File: src/rtl/tas_pkg.sv
// Shared types and constants for the temperature averaging serial front end.
package tas_pkg;

  localparam logic [7:0] HDR_TEMP0 = 8'hA5;
  localparam logic [7:0] HDR_TEMP1 = 8'hC3;
  localparam int PKT_LEN_DEF = 5;

  typedef struct packed {
    logic [7:0] data;
    logic [2:0] idx;
    logic       temp;
  } rx_word_t;

  function automatic logic is_temp_hdr(
    input logic [7:0] b
  );
    return (b == HDR_TEMP0) || (b == HDR_TEMP1);
  endfunction

endpackage

File: src/rtl/tas_rx_fifo.sv
// Synchronous FIFO of tagged rx words; head is read straight from
// the storage registers and forced to zero while empty.
module tas_rx_fifo
  import tas_pkg::*;
#(
  parameter int DEPTH = 8
) (
  input  logic     clk_i,
  input  logic     rst_ni,
  input  logic     push_i,
  input  rx_word_t wdata_i,
  input  logic     pop_i,
  output logic     full_o,
  output logic     empty_o,
  output rx_word_t head_o
);

  localparam int AW = (DEPTH > 1) ? $clog2(DEPTH) : 1;
  localparam logic [AW:0] PTR_ONE = (AW+1)'(1);

  rx_word_t    mem_q [DEPTH];
  logic [AW:0] wptr_q;
  logic [AW:0] rptr_q;
  logic        wr_en;
  logic        rd_en;

  assign empty_o = (wptr_q == rptr_q);
  assign full_o  = (wptr_q[AW] != rptr_q[AW]) &&
                   (wptr_q[AW-1:0] == rptr_q[AW-1:0]);

  // A pop frees the slot a full-FIFO push lands in, on the same edge.
  assign wr_en = push_i && (!full_o || pop_i);
  assign rd_en = pop_i && !empty_o;

  assign head_o = empty_o ? '0 : mem_q[rptr_q[AW-1:0]];

  always_ff @(posedge clk_i or negedge rst_ni) begin
    if (!rst_ni) begin
      wptr_q <= '0;
      rptr_q <= '0;
    end else begin
      if (wr_en) wptr_q <= wptr_q + PTR_ONE;
      if (rd_en) rptr_q <= rptr_q + PTR_ONE;
    end
  end

  always_ff @(posedge clk_i) begin
    if (wr_en) mem_q[wptr_q[AW-1:0]] <= wdata_i;
  end

endmodule

File: src/rtl/tas_rx_framer.sv
// Serial byte framer with packet tagging and output FIFO.
// Define TAS_RX_HDR_FILTER_EN to drop bytes of non-temperature packets.
module tas_rx_framer
  import tas_pkg::*;
#(
  parameter int FIFO_DEPTH = 8,
  parameter int PKT_LEN    = PKT_LEN_DEF
) (
  input  logic       clk_50,
  input  logic       reset_n,
  input  logic       serial_data,
  input  logic       data_ena,
  output logic       out_valid,
  input  logic       out_ready,
  output logic [7:0] out_data,
  output logic [2:0] out_idx,
  output logic       out_temp,
  output logic       short_err,
  output logic       ovf
);

  localparam logic [2:0] IDX_LAST = 3'(PKT_LEN - 1);

  logic [2:0] bit_cnt_q, bit_cnt_d;
  logic [6:0] sh_q, sh_d;
  logic [2:0] pkt_idx_q, pkt_idx_d;
  logic       temp_q, temp_d;
  logic       wvld_q, wvld_d;
  rx_word_t   word_q, word_d;
  logic       short_q, short_d;
  logic       ovf_q, ovf_d;

  logic [7:0] byte_w;
  logic       flag_w;
  logic       push;
  logic       pop;
  logic       full;
  logic       empty;
  rx_word_t   head;

  // Bits arrive LSB first: shift right so bit 0 ends at sh_q[0].
  assign byte_w = {serial_data, sh_q};
  assign flag_w = (pkt_idx_q == '0) ? is_temp_hdr(byte_w) : temp_q;

  always_comb begin
    bit_cnt_d = bit_cnt_q;
    sh_d      = sh_q;
    pkt_idx_d = pkt_idx_q;
    temp_d    = temp_q;
    wvld_d    = 1'b0;
    word_d    = word_q;
    short_d   = 1'b0;
    if (data_ena) begin
      bit_cnt_d = bit_cnt_q + 3'd1;
      sh_d      = {serial_data, sh_q[6:1]};
      if (bit_cnt_q == 3'd7) begin
        wvld_d = 1'b1;
        word_d = '{data: byte_w,
                   idx:  pkt_idx_q,
                   temp: flag_w};
        temp_d = flag_w;
        pkt_idx_d = (pkt_idx_q == IDX_LAST) ?
                    3'd0 : pkt_idx_q + 3'd1;
      end
    end else if (bit_cnt_q != '0) begin
      bit_cnt_d = '0;
      short_d   = 1'b1;
    end
  end

`ifdef TAS_RX_HDR_FILTER_EN
  assign push = wvld_q && word_q.temp;
`else
  assign push = wvld_q;
`endif

  assign pop   = out_valid && out_ready;
  assign ovf_d = ovf_q | (push & full & ~pop);

  always_ff @(posedge clk_50 or negedge reset_n) begin
    if (!reset_n) begin
      bit_cnt_q <= '0;
      sh_q      <= '0;
      pkt_idx_q <= '0;
      temp_q    <= 1'b0;
      wvld_q    <= 1'b0;
      word_q    <= '0;
      short_q   <= 1'b0;
      ovf_q     <= 1'b0;
    end else begin
      bit_cnt_q <= bit_cnt_d;
      sh_q      <= sh_d;
      pkt_idx_q <= pkt_idx_d;
      temp_q    <= temp_d;
      wvld_q    <= wvld_d;
      word_q    <= word_d;
      short_q   <= short_d;
      ovf_q     <= ovf_d;
    end
  end

  tas_rx_fifo #(
    .DEPTH(FIFO_DEPTH)
  ) u_fifo (
    .clk_i  (clk_50),
    .rst_ni (reset_n),
    .push_i (push),
    .wdata_i(word_q),
    .pop_i  (pop),
    .full_o (full),
    .empty_o(empty),
    .head_o (head)
  );

  assign out_valid = !empty;
  assign out_data  = head.data;
  assign out_idx   = head.idx;
  assign out_temp  = head.temp;
  assign short_err = short_q;
  assign ovf       = ovf_q;

endmodule

File: config.mk
export PLATFORM = sky130hd
export DESIGN_NAME = tas_rx_framer
export DESIGN_NICKNAME = d
export VERILOG_FILES = /design/src/rtl/tas_pkg.sv /design/src/rtl/tas_rx_fifo.sv /design/src/rtl/tas_rx_framer.sv
export SDC_FILE = /design/constraint.sdc
export NUM_CORES = 1
export LEC_CHECK = 0
export BUFFER_PORTS_ARGS = -buffer_cell sky130_fd_sc_hd__buf_2
export CORE_ASPECT_RATIO = 0.7
export CORE_MARGIN = 2
export CORE_UTILIZATION = 60
export DETAILED_ROUTE_END_ITERATION = 16
export HOLD_SLACK_MARGIN = 0.02
export PLACE_DENSITY_LB_ADDON = 0.08
export SYNTH_ARGS = -nofsm -noshare
export SYNTH_HDL_FRONTEND = slang
export SYNTH_SLANG_ARGS = --single-unit
File: constraint.sdc
create_clock -name clk_50 -period 7.5 [get_ports clk_50]
set_clock_uncertainty 0.2 [all_clocks]
set_input_delay 0.75 -clock clk_50 [delete_from_list [all_inputs] [get_ports clk_50]]
set_output_delay 0.75 -clock clk_50 [all_outputs]
set_load 0.02 [all_outputs]
# After elaboration in Yosys (flattened, before gate mapping)
# Memories as Yosys holds them, arrays and structs flattened.
# Cells that the tools add are included.
# op_classes
add_sub_neg,4
n_eq_ne,7
mux,11
bitwise_logic,4
reduce_logical,13
# op_table
operator,n
$eq A8 B8 Y1 const B,2
$mux W12,1
$mux W3,3
$add A4 B1 Y4 const B,2
$mux W1,7
$add A3 B1 Y3 const B,2
$eq A3 B3 Y1 const B,2
$eq A4 B4 Y1,1
$logic_and A1 B1 Y1,4
$eq A3 B3 Y1,1
$logic_not A3 Y1,1
$reduce_and A3 Y1,1
$reduce_bool A3 Y1,1
$and A1 B1 Y1,2
$logic_not A1 Y1,2
$logic_or A1 B1 Y1,2
$reduce_and A2 Y1,1
$reduce_bool A2 Y1,1
$ne A1 B1 Y1,1
$not A1 Y1,1
$or A1 B1 Y1,1
# word_totals
ff_bits,36
ramBits,96
in_bits,5
out_inout_bits,15
wordCells,51
mem_count,1
# mem_list
memory,depth,width,rd,rd_clocked_by_memory_dff,wr,line,source
u_fifo.mem_q,8,12,1,0,1,tas_rx_fifo.sv:21,rx_word_t mem_q [DEPTH];

# Logic depth before layout (Yosys ltp)
# depth
word_depth,7
mapped_depth,7
ltp_nobuf,6

# By module
# A second synthesis with hierarchy kept.
# hier_totals
hier_cells,299
area_unflattened_um2,5418.9
# by_module_without_submodules
module,n_inst,cells_each,area_per_inst_um2,seq_area_each_um2
tas_rx_fifo,1,210,4220.3,3083.0
tas_rx_framer,1,89,1198.6,700.7

# Least setup slack after synthesis
# OpenSTA, ideal clock, no wires.
# synth_path
path_type,input to register
start,input out_ready
end,"memory u_fifo.mem_q[5][0] (netlist name), enable pin"
setup_ns,0.417
arrival_ns,2.296
setup_slack_ns,4.587
path_stages,3
path_buffers,1
cell_sequence,buf_6 nor3_2 nor4b_1
# synth_between
elab_chain_len,5
# synth_lines
item,line,source
start: declaration,tas_rx_framer.sv:14,"input logic out_ready,"
$logic_and A1 B1 Y1,tas_rx_framer.sv:77,assign pop = out_valid && out_ready;
$logic_or A1 B1 Y1,tas_rx_fifo.sv:32,assign wr_en = push_i && (!full_o || pop_i);
$logic_and A1 B1 Y1,tas_rx_fifo.sv:32,
$mux W1,tas_rx_fifo.sv:48,if (wr_en) mem_q[wptr_q[AW-1:0]] <= wdata_i;
$mux W1 (not written as such),tas_rx_fifo.sv:48,
end: declaration,tas_rx_fifo.sv:21,
# No other way between the ends.

# Worst setup path after layout
# layout_path
start,register u_fifo.rptr_q[0]
end,output out_data[4]
# layout_between
elab_chain_len,2
# layout_lines
item,line,source
start: declaration,tas_rx_fifo.sv:23,logic [AW:0] rptr_q;
start signal: assignment,tas_rx_fifo.sv:43,if (rd_en) rptr_q <= rptr_q + PTR_ONE;
$mem_v2 Z8 W12 / $eq A4 B4 Y1 (equally long branches),-,
$mux W12 *,tas_rx_fifo.sv:35,assign head_o = empty_o ? '0 : mem_q[rptr_q[AW-1:0]];
end: declaration,tas_rx_framer.sv:15,"output logic [7:0] out_data,"
# Mark *: on every way between the ends. The rest lies on a longest branch, timed or not.

==> summary.md <==
| Metric | Value |
|---|---|
| IO buf count | `19` |
| Ys flop type | `edfxtp_1` |
| Largest net degree at the start of global routing | `37` |
| Ys async rst share | `27.3%` |
| Drt pass-1 iters | `6` |
| Initial core utilization | `between 60% and 70%` |
| Reg2Reg Setup Slack | `about 4.6 ns` |
| Vias in the first global route | `2,648` |
| Share of cells above drive strength 1 | `33.0%` |
| Hold WC Path Type | `primary input to asynchronous set/reset pin` |
| Peak Freq | `slightly below 0.3 GHz` |
| Post-route setup TNS | `0 ns` |
| # resized after CTS | `0` |
| CP Data Required Time | `between 6 and 7 ns` |
| Max Root-Sink Buffers | `2` |
| Setup WS pre-CTS | `4.50 ns` |
| Setup WS post-layout | `4.09 ns` |
| Final hold vios | `0` |
| Vias/cell | `5.71` |
| Layout area overhead | `14.6%` |
| Antenna viol nets, final | `0` |
| Final core occ | `69.8%` |
| Initial antenna violation count | `0` |
| Worst Setup EP | `out_data[4]` |
| Reg2reg end | `u_fifo.mem_q[5][5]` |
| Total power | `2.34 mW` |
| Max VDD drop | `around 230 µV` |
| Reg clk slew, reported paths | `about 0.05 ns` |
| CTS sink cnt | `132` |
| Die Y | `around 84 µm` |
| Clock buffer count from CTS | `17` |
| Run status | `completed` |
| Slew Limit Fails | `0` |
| Worst Reg-to-Reg Cells | `5` |
| Nets@finish | `between 300 and 400` |
| Seq/Total Area, Yosys | `a little over two thirds` |
| Crit end category | `output pin` |
| Clk_lat worst skew | `around 0.42 ns` |
| Hold buffer count at CTS | `0` |
| Hold slack | `roughly 0.21 ns` |
| Core Area | `8930 µm²` |
| CTS tree | `done` |
| Least-Margin Pin Slew | `1.00 ns` |
| Mapped Area | `5440 µm²` |
| RSZ-0062 raised after global routing | `no` |
| Net Count, Synth | `306` |
| Die X | `118 µm` |
| Final Cycle Share | `45.4%` |
| Die ar. | `9850 µm²` |
| Wirelength, routed | `9150 µm` |
| Detail Placement HPWL | `5500 µm` |
| Netlist cell types | `43` |
| Tmin final | `3.41 ns` |
| Leakage power | `2.34 nW` |
| WL/cell | `19.8 µm` |
| FF-to-FF Start | `u_fifo.rptr_q[2]` |
| Total GRT Usage | `21.1%` |
| DRC viols | `0` |
| Worst setup SP type | `register` |
| # Max-Cap Violations | `0` |
| Crit path max fanout | `28` |
| Pwr dens | `~380 nW/µm²` |
| Final setup viols | `0` |
| Initial DRC Count | `224` |
| Fill count | `584` |
| Total number of vias | `2,645` |
| Rows | `29` |
| ANT cells | `0` |
| Relative slew slack | `approximately a third` |
| CP Class | `register to output pin` |
| Clock root cell | `clkbuf_16` |
| CP Launch Point | `u_fifo.rptr_q[0]` |
| Syn_area_per_cell | `18.5 µm²` |
| Synth warn | `0` |
| H-Tree Depth | `4` |
| Setup Fix Bufs, Post-CTS | `0` |
| Critical Path AT | `2.46 ns` |
| First-pass GRT wire length | `15,000 µm` |
| Total grt overflow | `0` |
| Post-synth EDFFs | `96` |
| GPL Wtd Cong | `0.706` |
| #FFs+latches synth | `about 130` |
| Post-Syn Instances | `between 200 and 300` |
| Io pins | `20` |
==> worst min path at each step <==
stage / cells after the start / from / slack (ns) / endpoint
detailed placement: 1 / ovf / 0.24 / ovf
finish: 1 / reset_n / 0.21 / u_fifo.rptr_q[3]
floorplan: 0 / reset_n / 0.25 / bit_cnt_q[0]
CTS: 1 / reset_n / 0.24 / u_fifo.rptr_q[3]
global route: 1 / ovf / 0.27 / ovf
global placement: 1 / ovf / 0.24 / ovf
==> cell usage after synthesis (2+ instances only) <==
cell type  instances  share of area [%]
nand2b_1           2               0.23
nand4_1            2               0.23
edfxtp_1          96                 53
xnor2_4            4                2.0
nor4bb_1           2               0.37
clkbuf_1           2               0.14
nand2_1           14               0.97
xnor2_1            3               0.48
nor3_1             3               0.28
buf_2              2               0.18
nor2_1            17                1.2
mux4_2            24                9.9
mux2_2            17                3.5
nor4_1             3               0.35
buf_6              5                1.0
o31ai_1            2               0.28
buf_4              4               0.55
dfrtp_1           36                 17
buf_1              2               0.14
inv_1              6               0.41
o21ai_0            8               0.74
mux2i_1           13                2.4
ha_1               7                1.6
==> layer usage <==
layer  vias up  part of all wire, %  global-route usage (%)
li1       1209                    -                       -
met1      1371                   49                    31.2
met2        61                   45                    29.7
met3         4                  5.5                    8.13
met4         0                 0.69                    6.24
met5         -                    0                       0
==> logic make-up (layout without fill, tap and decap cells) <==
group / Yosys count / count (layout) / synth area share [%]
buffers and inverters: 22 / 67 / 2.55
AOI/OAI and AO/OA: 18 / 18 / 2.39
adders and majority gates: 7 / 7 / 1.61
muxes: 55 / 55 / 16.1
DFF: 132 / 132 / 69.6
xor gates and xnor gates: 8 / 8 / 2.67
and+or+nand+nor: 52 / 52 / 5.06
==> sequential cells by signal, indices dropped and copies added (netlist names) <==
signal	flops
short_err	1
ovf	1
sh_q	7
u_fifo.wptr_q	4
push	1
word_q	12
u_fifo.rptr_q	4
bit_cnt_q	3
pkt_idx_q	3
u_fifo.mem_q	96
==> placed cells by master (no fill, tap or decap), types with 7 or more instances in the layout <==
cell       Yosys  final
buf_2          2     19
mux2_2        17     17
o21ai_0        8      8
mux2i_1       13     13
nor2_1        17     17
mux4_2        24     24
buf_4          4      9
dfrtp_1       36     35
edfxtp_1      96     96
clkbuf_1       2      7
ha_1           7      7
clkbuf_16      0     18
nand2_1       14     14
==> worst max-delay path: stages (launching register included) <==
cell,delay (ns)
dfrtp_2,1.00
mux4_2,0.61
mux2i_1,0.17
nor2_1,0.07
buf_2,0.16
==> through the flow <==
stage,instances,instance area (µm²)
final,463,6230
after global routing,463,6230
after CTS,463,6230
after detailed placement,431,5690
after global placement,431,5690
after floorplan,294,5440
==> final cells by class <==
class / instances / area [µm²] / area share [%]
multi-input combinational: 140 / 1560 / 25.0
inverter: 7 / 27.5 / 0.442
timing repair buffer: 28 / 163 / 2.61
tap: 124 / 155 / 2.49
sequential: 132 / 3780 / 60.8
clock inverter: 6 / 53.8 / 0.864
clock buffer: 26 / 490 / 7.87
==> report_power, final <==
part | switching, mW | internal [mW]
clock network | 0.276 | 0.480
logic | 0.265 | 0.288
registers | 0.152 | 0.875
total | 0.693 | 1.64
No activity file was read; power rests on OpenSTA's default activity.
